[src/rtl/tm_spike_synapse_pkg.sv]
`default_nettype none
// ============================================================================
//  Module      : tm_spike_synapse_pkg
//  Description : Shared types, defaults and the saturating clamp used by the
//                time-multiplexed neuron-stage blocks.
//  Revision    : 1.0 - initial release
// ============================================================================
package tm_spike_synapse_pkg;

    // Default geometry of the synaptic integrator
    localparam int C_N_IN        = 8;
    localparam int C_W_W         = 8;
    localparam int C_CUR_W       = 8;
    localparam int C_ACC_W       = 12;
    localparam int C_DECAY_SHIFT = 1;

    // FSM state encoding
    localparam int         C_STATE_W = 2;
    localparam logic [1:0] ST_IDLE   = 2'd0;
    localparam logic [1:0] ST_ACCUM  = 2'd1;
    localparam logic [1:0] ST_OUT    = 2'd2;

    // Saturate a signed value into the unsigned range [0, 2^cur_w-1].
    // Callers narrow the 32-bit result to their own current width.
    function automatic logic [31:0] sat_clamp(input logic signed [31:0] value,
                                              input int unsigned        cur_w);
        logic [31:0] max_v;
        max_v = (32'd1 << cur_w) - 32'd1;
        if (value < 0)
            return 32'd0;
        else if ($unsigned(value) > max_v)
            return max_v;
        else
            return $unsigned(value);
    endfunction

endpackage
`default_nettype wire

[src/rtl/tm_spike_synapse_weight_rf.sv]
`default_nettype none
// ============================================================================
//  Module      : tm_weight_rf
//  Description : N_IN x W_W weight register file. One synchronous write port,
//                one combinational read port; contents clear on reset.
//  Revision    : 1.0 - initial release
// ============================================================================
module tm_weight_rf
    import tm_spike_synapse_pkg::*;
#(
    parameter int N_IN  = C_N_IN,
    parameter int W_W   = C_W_W,
    parameter int IDX_W = $clog2(N_IN)
) (
    input  logic             clk,
    input  logic             rst_n,
    input  logic             i_we,
    input  logic [IDX_W-1:0] i_waddr,
    input  logic [W_W-1:0]   i_wdata,
    input  logic [IDX_W-1:0] i_raddr,
    output logic [W_W-1:0]   o_rdata
);

    logic [W_W-1:0] r_mem [N_IN];

    // Weight storage: reset clears every entry, otherwise write the addressed one
    always_ff @(posedge clk) begin
        for (int i = 0; i < N_IN; i++) begin
            if (!rst_n)
                r_mem[i] <= '0;
            else if (i_we && (i_waddr == IDX_W'(i)))
                r_mem[i] <= i_wdata;
        end
    end

    // Read sees the stored value, so a same-cycle write is observed next cycle
    assign o_rdata = r_mem[i_raddr];

endmodule
`default_nettype wire

[src/rtl/tm_spike_synapse.sv]
`default_nettype none
// ============================================================================
//  Module      : tm_spike_synapse
//  Description : Time-multiplexed synaptic integrator. Walks a latched spike
//                vector one input per cycle, sums the weights of set spikes,
//                folds the sum into a decaying trace and presents the clamped
//                trace as a current with a valid/ready handshake.
//  Revision    : 1.0 - initial release
// ============================================================================
module tm_spike_synapse
    import tm_spike_synapse_pkg::*;
#(
    parameter int N_IN        = C_N_IN,
    parameter int W_W         = C_W_W,
    parameter int CUR_W       = C_CUR_W,
    parameter int ACC_W       = C_ACC_W,
    parameter int DECAY_SHIFT = C_DECAY_SHIFT,
    parameter int IDX_W       = $clog2(N_IN)
) (
    input  logic             clk,
    input  logic             rst_n,
    input  logic [N_IN-1:0]  spike_in,
    input  logic             spike_valid,
    output logic             spike_ready,
    input  logic             w_we,
    input  logic [IDX_W-1:0] w_addr,
    input  logic [W_W-1:0]   w_data,
    output logic [CUR_W-1:0] cur_out,
    output logic             cur_valid,
    input  logic             cur_ready
);

    localparam logic [IDX_W-1:0] C_LAST_IDX = IDX_W'(N_IN - 1);

    logic [C_STATE_W-1:0] r_state;
    logic [C_STATE_W-1:0] w_state_next;
    logic [IDX_W-1:0]     r_idx;
    logic [N_IN-1:0]      r_snap;
    logic signed [ACC_W-1:0] r_acc;
    logic [CUR_W-1:0]     r_trace;

    logic [W_W-1:0]          w_weight;
    logic signed [ACC_W-1:0] w_term;
    logic signed [ACC_W:0]   w_trace_dec;
    logic signed [ACC_W:0]   w_t;
    logic signed [31:0]      w_t32;
    logic                    w_last;

    tm_weight_rf #(
        .N_IN  (N_IN),
        .W_W   (W_W),
        .IDX_W (IDX_W)
    ) u_weight_rf (
        .clk     (clk),
        .rst_n   (rst_n),
        .i_we    (w_we),
        .i_waddr (w_addr),
        .i_wdata (w_data),
        .i_raddr (r_idx),
        .o_rdata (w_weight)
    );

    assign w_last = (r_idx == C_LAST_IDX);

    // Current term: sign-extended weight when this input spiked, else zero
    assign w_term = r_snap[r_idx] ? {{(ACC_W - W_W){w_weight[W_W-1]}}, w_weight}
                                  : '0;

    // Decayed trace plus full sum, one bit wider than the accumulator so the
    // positive trace and a most-negative sum can both be represented
    assign w_trace_dec = {{(ACC_W + 1 - CUR_W){1'b0}}, (r_trace >> DECAY_SHIFT)};
    assign w_t         = w_trace_dec + {r_acc[ACC_W-1], r_acc} + {w_term[ACC_W-1], w_term};
    assign w_t32       = {{(32 - ACC_W - 1){w_t[ACC_W]}}, w_t};

    // State register
    always_ff @(posedge clk) begin
        if (!rst_n)
            r_state <= ST_IDLE;
        else
            r_state <= w_state_next;
    end

    // Next-state logic: accept in IDLE, walk N_IN inputs, hold result until taken
    always_comb begin
        w_state_next = r_state;
        case (r_state)
            ST_IDLE:  if (spike_valid) w_state_next = ST_ACCUM;
            ST_ACCUM: if (w_last)      w_state_next = ST_OUT;
            ST_OUT:   if (cur_ready)   w_state_next = ST_IDLE;
            default:                   w_state_next = ST_IDLE;
        endcase
    end

    // Datapath: snapshot on accept, accumulate per input, update trace on the last
    always_ff @(posedge clk) begin
        if (!rst_n) begin
            r_idx   <= '0;
            r_snap  <= '0;
            r_acc   <= '0;
            r_trace <= '0;
        end else begin
            case (r_state)
                ST_IDLE: begin
                    if (spike_valid) begin
                        r_snap <= spike_in;
                        r_acc  <= '0;
                        r_idx  <= '0;
                    end
                end
                ST_ACCUM: begin
                    r_acc <= r_acc + w_term;
                    r_idx <= r_idx + 1'b1;
                    if (w_last)
                        r_trace <= CUR_W'(sat_clamp(w_t32, CUR_W));
                end
                default: ;
            endcase
        end
    end

    assign spike_ready = (r_state == ST_IDLE);
    assign cur_valid   = (r_state == ST_OUT);
    assign cur_out     = r_trace;

endmodule
`default_nettype wire

[config.mk]
export PLATFORM = sky130hd
export DESIGN_NAME = tm_spike_synapse
export DESIGN_NICKNAME = d
export VERILOG_FILES = /design/src/rtl/tm_spike_synapse_pkg.sv /design/src/rtl/tm_spike_synapse_weight_rf.sv /design/src/rtl/tm_spike_synapse.sv
export SDC_FILE = /design/constraint.sdc
export NUM_CORES = 1
export LEC_CHECK = 0
export ABC_AREA = 1
export BUFFER_PORTS_ARGS = -buffer_cell sky130_fd_sc_hd__clkbuf_2
export CAP_MARGIN = 20
export CORE_ASPECT_RATIO = 0.75
export CORE_MARGIN = 2
export CORE_UTILIZATION = 55
export CTS_CLUSTER_DIAMETER = 40
export DETAILED_ROUTE_END_ITERATION = 16
export PLACE_DENSITY = 0.73
export SLEW_MARGIN = 20
export SYNTH_ARGS = -nofsm -noshare
export SYNTH_HDL_FRONTEND = slang
export SYNTH_SLANG_ARGS = --single-unit
export TNS_END_PERCENT = 100
[constraint.sdc]
create_clock -name clk -period 3.5 [get_ports clk]
set_input_delay 0.875 -clock clk [delete_from_list [all_inputs] [get_ports clk]]
set_output_delay 0.875 -clock clk [all_outputs]
set_load 0.02 [all_outputs]
==> results of run 1 <==
[power by group]
part | leakage, nW | switching, mW | internal (mW) | total, mW
Combinational | 1.76 | 0.336 | 0.188 | 0.524
Sequential | 0.913 | 0.0364 | 1.32 | 1.36
Clock | 0.158 | 0.428 | 0.621 | 1.05
Total | 2.83 | 0.801 | 2.13 | 2.93
[layout make-up]
type / instances / share of cell area (%)
Tap cell: 136 / 2.63
Clock buffer: 13 / 4.21
Sequential cell: 100 / 40.9
Clock inverter: 3 / 0.676
Inverter: 61 / 3.61
Timing Repair Buffer: 46 / 4.63
Multi-Input combinational cell: 501 / 43.4
[placed cells by master, fill, tap and decap left out, types with 3 or more instances in the layout]
master     netlist  final
a21o_1           3      3
a21oi_1         35     34
a21oi_2          9     10
buf_12           0      3
buf_4            1     10
clkbuf_16        0     10
clkbuf_2         0     34
dfxtp_1         36     34
edfxtp_1        64     64
fa_1            12     11
ha_1            25     22
ha_2             0      3
inv_1           57     54
inv_2            2      5
nand2_1        135    135
nand2_2         12     12
nand3_1         33     32
nand4_1          3      3
nor2_1         156    151
nor2_2           2      7
nor2_4           5      5
o21ai_0         37     36
o32ai_1         18     14
o32ai_2          0      4
xor2_1           4      4
[tightest hold or removal path: stages (launching register included)]
cell	delay [ns]
dfxtp_1	0.31
nand2_1	0.06
a21oi_1	0.06
[per-layer routing]
layer	vias to the layer above	GRT usage [%]	wire [um]
met3	15	6.22	1130
li1	2326	-	-
met2	197	38.4	5780
met1	2193	38.1	6590
met5	-	0	0
met4	0	6.13	137
[sequential cells by signal (all words and copies together), names as in the netlist, named ones only]
register / flops
r_acc: 12
r_snap: 8
r_idx: 3
cur_out: 8
r_state: 2
u_weight_rf.r_mem: 64
[worst max path at each step]
stage              from    endpoint  slack (ns)
6_report           flop  cur_out[4]        0.24
5_1_grt            flop  cur_out[3]       -0.03
4_1_cts        r_idx[0]  cur_out[2]        0.08
3_5_place_dp   r_idx[0]  cur_out[2]        0.11
3_3_place_gp       flop  cur_out[2]        0.20
2_1_floorplan  r_idx[0]  cur_out[2]        0.36
[cells by family after synthesis]
kind of cell    synth area share, %
xor+xnor                      0.922
compound gates                 11.2
mux                           0.198
simple gates                   26.1
fa+ha+maj                      9.70
buf+inv                        5.47
flops                          46.4
[through the flow]
stage,cell area [um2],std cells
floorplan,5700,678
global placement,6090,844
detailed placement,6090,844
CTS,6410,860
global route,6480,860
finish,6480,860
[cells in the mapped netlist]
master | number | area, um2
nand3b_1 | 1 | 7.51
a211o_1 | 1 | 8.76
a21oi_1 | 35 | 175
a211oi_1 | 1 | 7.51
xor2_1 | 4 | 35.0
clkinv_1 | 1 | 3.75
nor2_8 | 2 | 40.0
o21ai_1 | 1 | 5.00
nand3_2 | 1 | 10.0
a21o_1 | 3 | 22.5
buf_4 | 1 | 7.51
edfxtp_1 | 64 | 1920
o21ai_0 | 37 | 185
mux2_2 | 1 | 11.3
fa_1 | 12 | 240
inv_1 | 57 | 214
dfxtp_1 | 36 | 721
nor2_1 | 156 | 586
nor3_1 | 1 | 5.00
xnor2_1 | 2 | 17.5
buf_6 | 1 | 11.3
nor2_4 | 5 | 56.3
inv_2 | 2 | 7.51
clkinv_4 | 1 | 8.76
nand2_2 | 12 | 75.1
clkbuf_1 | 9 | 33.8
nand2_1 | 135 | 507
nor2_2 | 2 | 12.5
a21oi_2 | 9 | 78.8
nand4_1 | 3 | 18.8
buf_2 | 5 | 25.0
ha_1 | 25 | 313
o32ai_1 | 18 | 158
nand3_1 | 33 | 165
or2_0 | 1 | 6.26
[repair_timing]
| item | in CTS | in global routing |
|---|---|---|
| hold endpoints to repair | 0 | 0 |
| setup endpoints to repair | 0 | 8 |
| hold buffers | 0 | 0 |
| resized for setup | 0 | 23 |
| buffers inserted | 0 | 0 |
==> metrics.csv, run 1 <==
metric,value,unit
layout cell share with drive strength beyond 1,16.0,%
Synth cell types,35,
Total GRT Usage,25.8,%
Filler Cell Count,898,
HP Class,flop to flop,
max-cap violations,0,
number of global-route vias before repair,4536,
Reg2Reg Setup Slack,0.24,ns
synth-to-layout area growth,13.7,%
PwrDens,453,nW/um2
via count,4731,
cts bufs inserted,9,
WHS,0.474,ns
# IOs,34,
Design Power,2.93,mW
WP data arrival,3.54,ns
DR iter-0 viols,447,
Slew @ Worst Pin,1.04,ns
H-tree depth,3,
Die Width,122,um
CTS tree,done,
Worst path max stage delay,0.42,ns
HP Start,r_acc[11],
Worst IR Drop VDD,0.259,mV
CP cell instances,inv_1 > buf_12 > nor2_1 > o32ai_1 > nand2_1 > nand2_1 > nand2_1 > inv_1 > fa_1 > ha_1 > nand2_1 > nand3_2 > nand2_2 > nand2_2 > nand2_2 > nand2_2 > nand2_1 > nand2_2 > nor2_8 > nand2_1 > a21oi_2,
post-DR wirelength/cell,15.9,um
chip height,92.2,um
Clock Latency Late Sink,0.35,ns
max-slew violation count,0,
fin nets,780,
Crit path depth,21,
Multi-input gate area,2810,um2
post-route setup slack,0.236,ns
Crit Path Category,flop to flop,
status,finished clean,
final setup violating endpoints,0,
Seq. cell area,2650,um2
Starting Density,56.1,%
LEAKAGE,2.83,nW
Critical Path RT,3.78,ns
ANT nets after route,0,
fmax,306,MHz
warnings from Yosys,0,
sequential share of the synthesized area,46.4,%
synthesized cell area,5700,um2
pre-CTS WS,0.110,ns
"Reg clk slew, reported paths",0.07,ns
crit path launch type,flop,
Total Neg Setup Slack,0,ns
"Avg Cell Area, Syn",8.41,um2
ANT cells,0,
core area,10200,um2
vias per inst,5.50,
CP endpoint kind,flop,
hpwl dp,10200,um
CTS max path bufs,2,
Worst R2R Path Depth,21,
total global routing overflow,0,
"wirelength, routed",13600,um
first-pass GRT wire length,22200,um
syn_nets,739,
clk sinks,100,
final hold violation count,0,
TritonRoute pass-1 iters,6,
Worst Hold End,r_acc[11],
Root Buffer,clkbuf_16,
residual DRC count,0,
R2R Path End,cur_out[4],
Util after Layout,63.7,%
Slew HR,30.2,%
CP Max Fanout,32,
worst hold path stage count,2,
# rows,32,
Crit-path slowest cell,fa_1,
antenna violations before repair,0,
Port Buf Inserts,33,
Top delay family on crit path,simple AND/OR/NAND/NOR gates,
WP buf/inv,3,
largest net degree at the start of global routing,33,
"most used cell, CP",nand2_1,
post-synthesis cell count,678,
total die area,11200,um2
fin crit period,3.26,ns
clock skew,0.00729,ns
register bit total from synthesis,100,
gpl congestion,0.902,
Final period util,93.2,%
Power figures use the tool's default switching activity.
==> inputs of run 2 (changes only) <==
Clock period 3.5 ns to 3.7 ns, I/O delays scaled along.
==> metrics.csv, run 2 (same netlist as run 1, synthesis figures left out) <==
metric,value,unit
Total Neg Setup Slack,0,ns
CP endpoint kind,flop,
Final period util,92.1,%
DR iter-0 viols,495,
status,finished clean,
first-pass GRT wire length,21300,um
largest net degree at the start of global routing,33,
PwrDens,422,nW/um2
Multi-input gate area,2750,um2
Starting Density,56.1,%
Slew HR,55.3,%
hold buffer count at CTS,0,
LEAKAGE,2.79,nW
H-tree depth,3,
ANT cells,0,
Root Buffer,clkbuf_16,
"Reg clk slew, reported paths",0.07,ns
Critical Path RT,3.93,ns
max-slew violation count,0,
total die area,11200,um2
Util after Layout,62.2,%
Post-CTS Repair Setup Buffers,0,
# IOs,34,
WHS,0.483,ns
most frequent cells in the layout,"nor2_1 (156), nand2_1 (135), edfxtp_1 (64), inv_1 (57), o21ai_0 (36)",
vias per inst,5.54,
synth-to-layout area growth,11.0,%
Total GRT Usage,24.7,%
final setup violating endpoints,0,
CTS max path bufs,2,
antenna violations before repair,0,
layout cell share with drive strength beyond 1,12.8,%
Crit Path Category,flop to flop,
WP data arrival,3.63,ns
fin crit period,3.41,ns
Slew @ Worst Pin,0.666,ns
Reg with most FFs,u_weight_rf.r_mem,
Worst IR Drop VDD,0.281,mV
clk sinks,100,
"most common cell after layout, fill and taps aside",nor2_1,
top sig layer,met4,
Clock Latency Late Sink,0.34,ns
WL met2,5610,um
final hold violation count,0,
gpl congestion,0.903,
cts bufs inserted,9,
Filler Cell Count,897,
RSZ-0062 raised after global routing,false,
Design Power,2.67,mW
dpl cells,837,
HP Class,flop to flop,
chip height,92.2,um
Routed met1 length,6420,um
crit path launch type,flop,
Port Buf Inserts,33,
"wirelength, routed",13300,um
max-cap violations,0,
fmax,293,MHz
met3 wire len,1060,um
post-DR wirelength/cell,15.6,um
total global routing overflow,0,
max FFs per register,64,
Seq. cell area,2650,um2
fin nets,773,
via count,4723,
ANT nets after route,0,
TritonRoute pass-1 iters,5,
# rows,32,
Die Width,122,um
core area,10200,um2
CTS tree,done,
Regs by FF count,"u_weight_rf.r_mem x64, r_acc x12",
residual DRC count,0,
CP Max Fanout,32,
hpwl dp,10100,um
number of global-route vias before repair,4413,
final cell count without fillers,853,
clock skew,0.00982,ns
[run 2: cell types whose count changed in the layout (fill, tap and decap cells not counted), moves of 4 or more]
cell and delta:
buf_4 -6, nor2_1 +5, nor2_2 -5, o32ai_1 +4, o32ai_2 -4
[run 2: path summary, 6_finish.rpt]
| path | slack [ns] | from | to | depth (start not counted) |
|---|---|---|---|---|
| min reg2reg | 0.48 | cur_out[0] | cur_out[0] | 2 |
| min | 0.48 | cur_out[0] | cur_out[0] | 2 |
| max reg2reg | 0.29 | flop | cur_out[2] | 20 |
| max | 0.29 | flop | cur_out[2] | 20 |
[run 2: timing repair]
action,in CTS,in global routing
endpoints found under the setup margin,0,8
hold endpoints to repair,0,0
gates resized for setup,0,2
[run 2: layout make-up]
class | instances | share of cell area, %
flip-flops and latches | 100 | 41.8
inverters | 61 | 3.70
clock inverters | 5 | 0.514
repair buffers | 39 | 3.72
well taps | 136 | 2.69
clock buffers | 11 | 4.17
multi-input cells | 501 | 43.4
[run 2: critical path: stages, from the launching register on]
cell,delay [ns]
dfxtp_1,0.34
inv_1,0.10
buf_12,0.19
nor2_1,0.06
o32ai_1,0.33
nand2_1,0.13
nand2_1,0.08
nand2_1,0.10
fa_1,0.49
inv_1,0.04
ha_1,0.37
a21oi_2,0.19
nor2_1,0.08
nor2_4,0.09
nand2_2,0.06
nand2_1,0.06
nand2_1,0.10
nor2_4,0.21
nand3_1,0.12
nand2_2,0.07
a21oi_2,0.04
[run 2: power by group]
group,switching [mW],internal [mW]
Clock,0.403,0.515
Sequential,0.0339,1.25
Combinational,0.307,0.161
Total,0.743,1.93
[run 2: metal layers]
metal  track usage, %  vias to the layer above
li1                 -                     2315
met1             36.7                     2196
met2             37.0                      194
met3             5.66                       18
met4             5.27                        0
met5                0                        -
[run 2: metrics by stage]
step / setup WS, ns / area [um2]
2_1_floorplan: 0.559 / 5700
3_5_place_dp: 0.123 / 6030
6_report: 0.292 / 6330
4_1_cts: 0.0954 / 6320
3_3_place_gp: 0.181 / 6030
5_1_grt: 0.00335 / 6330
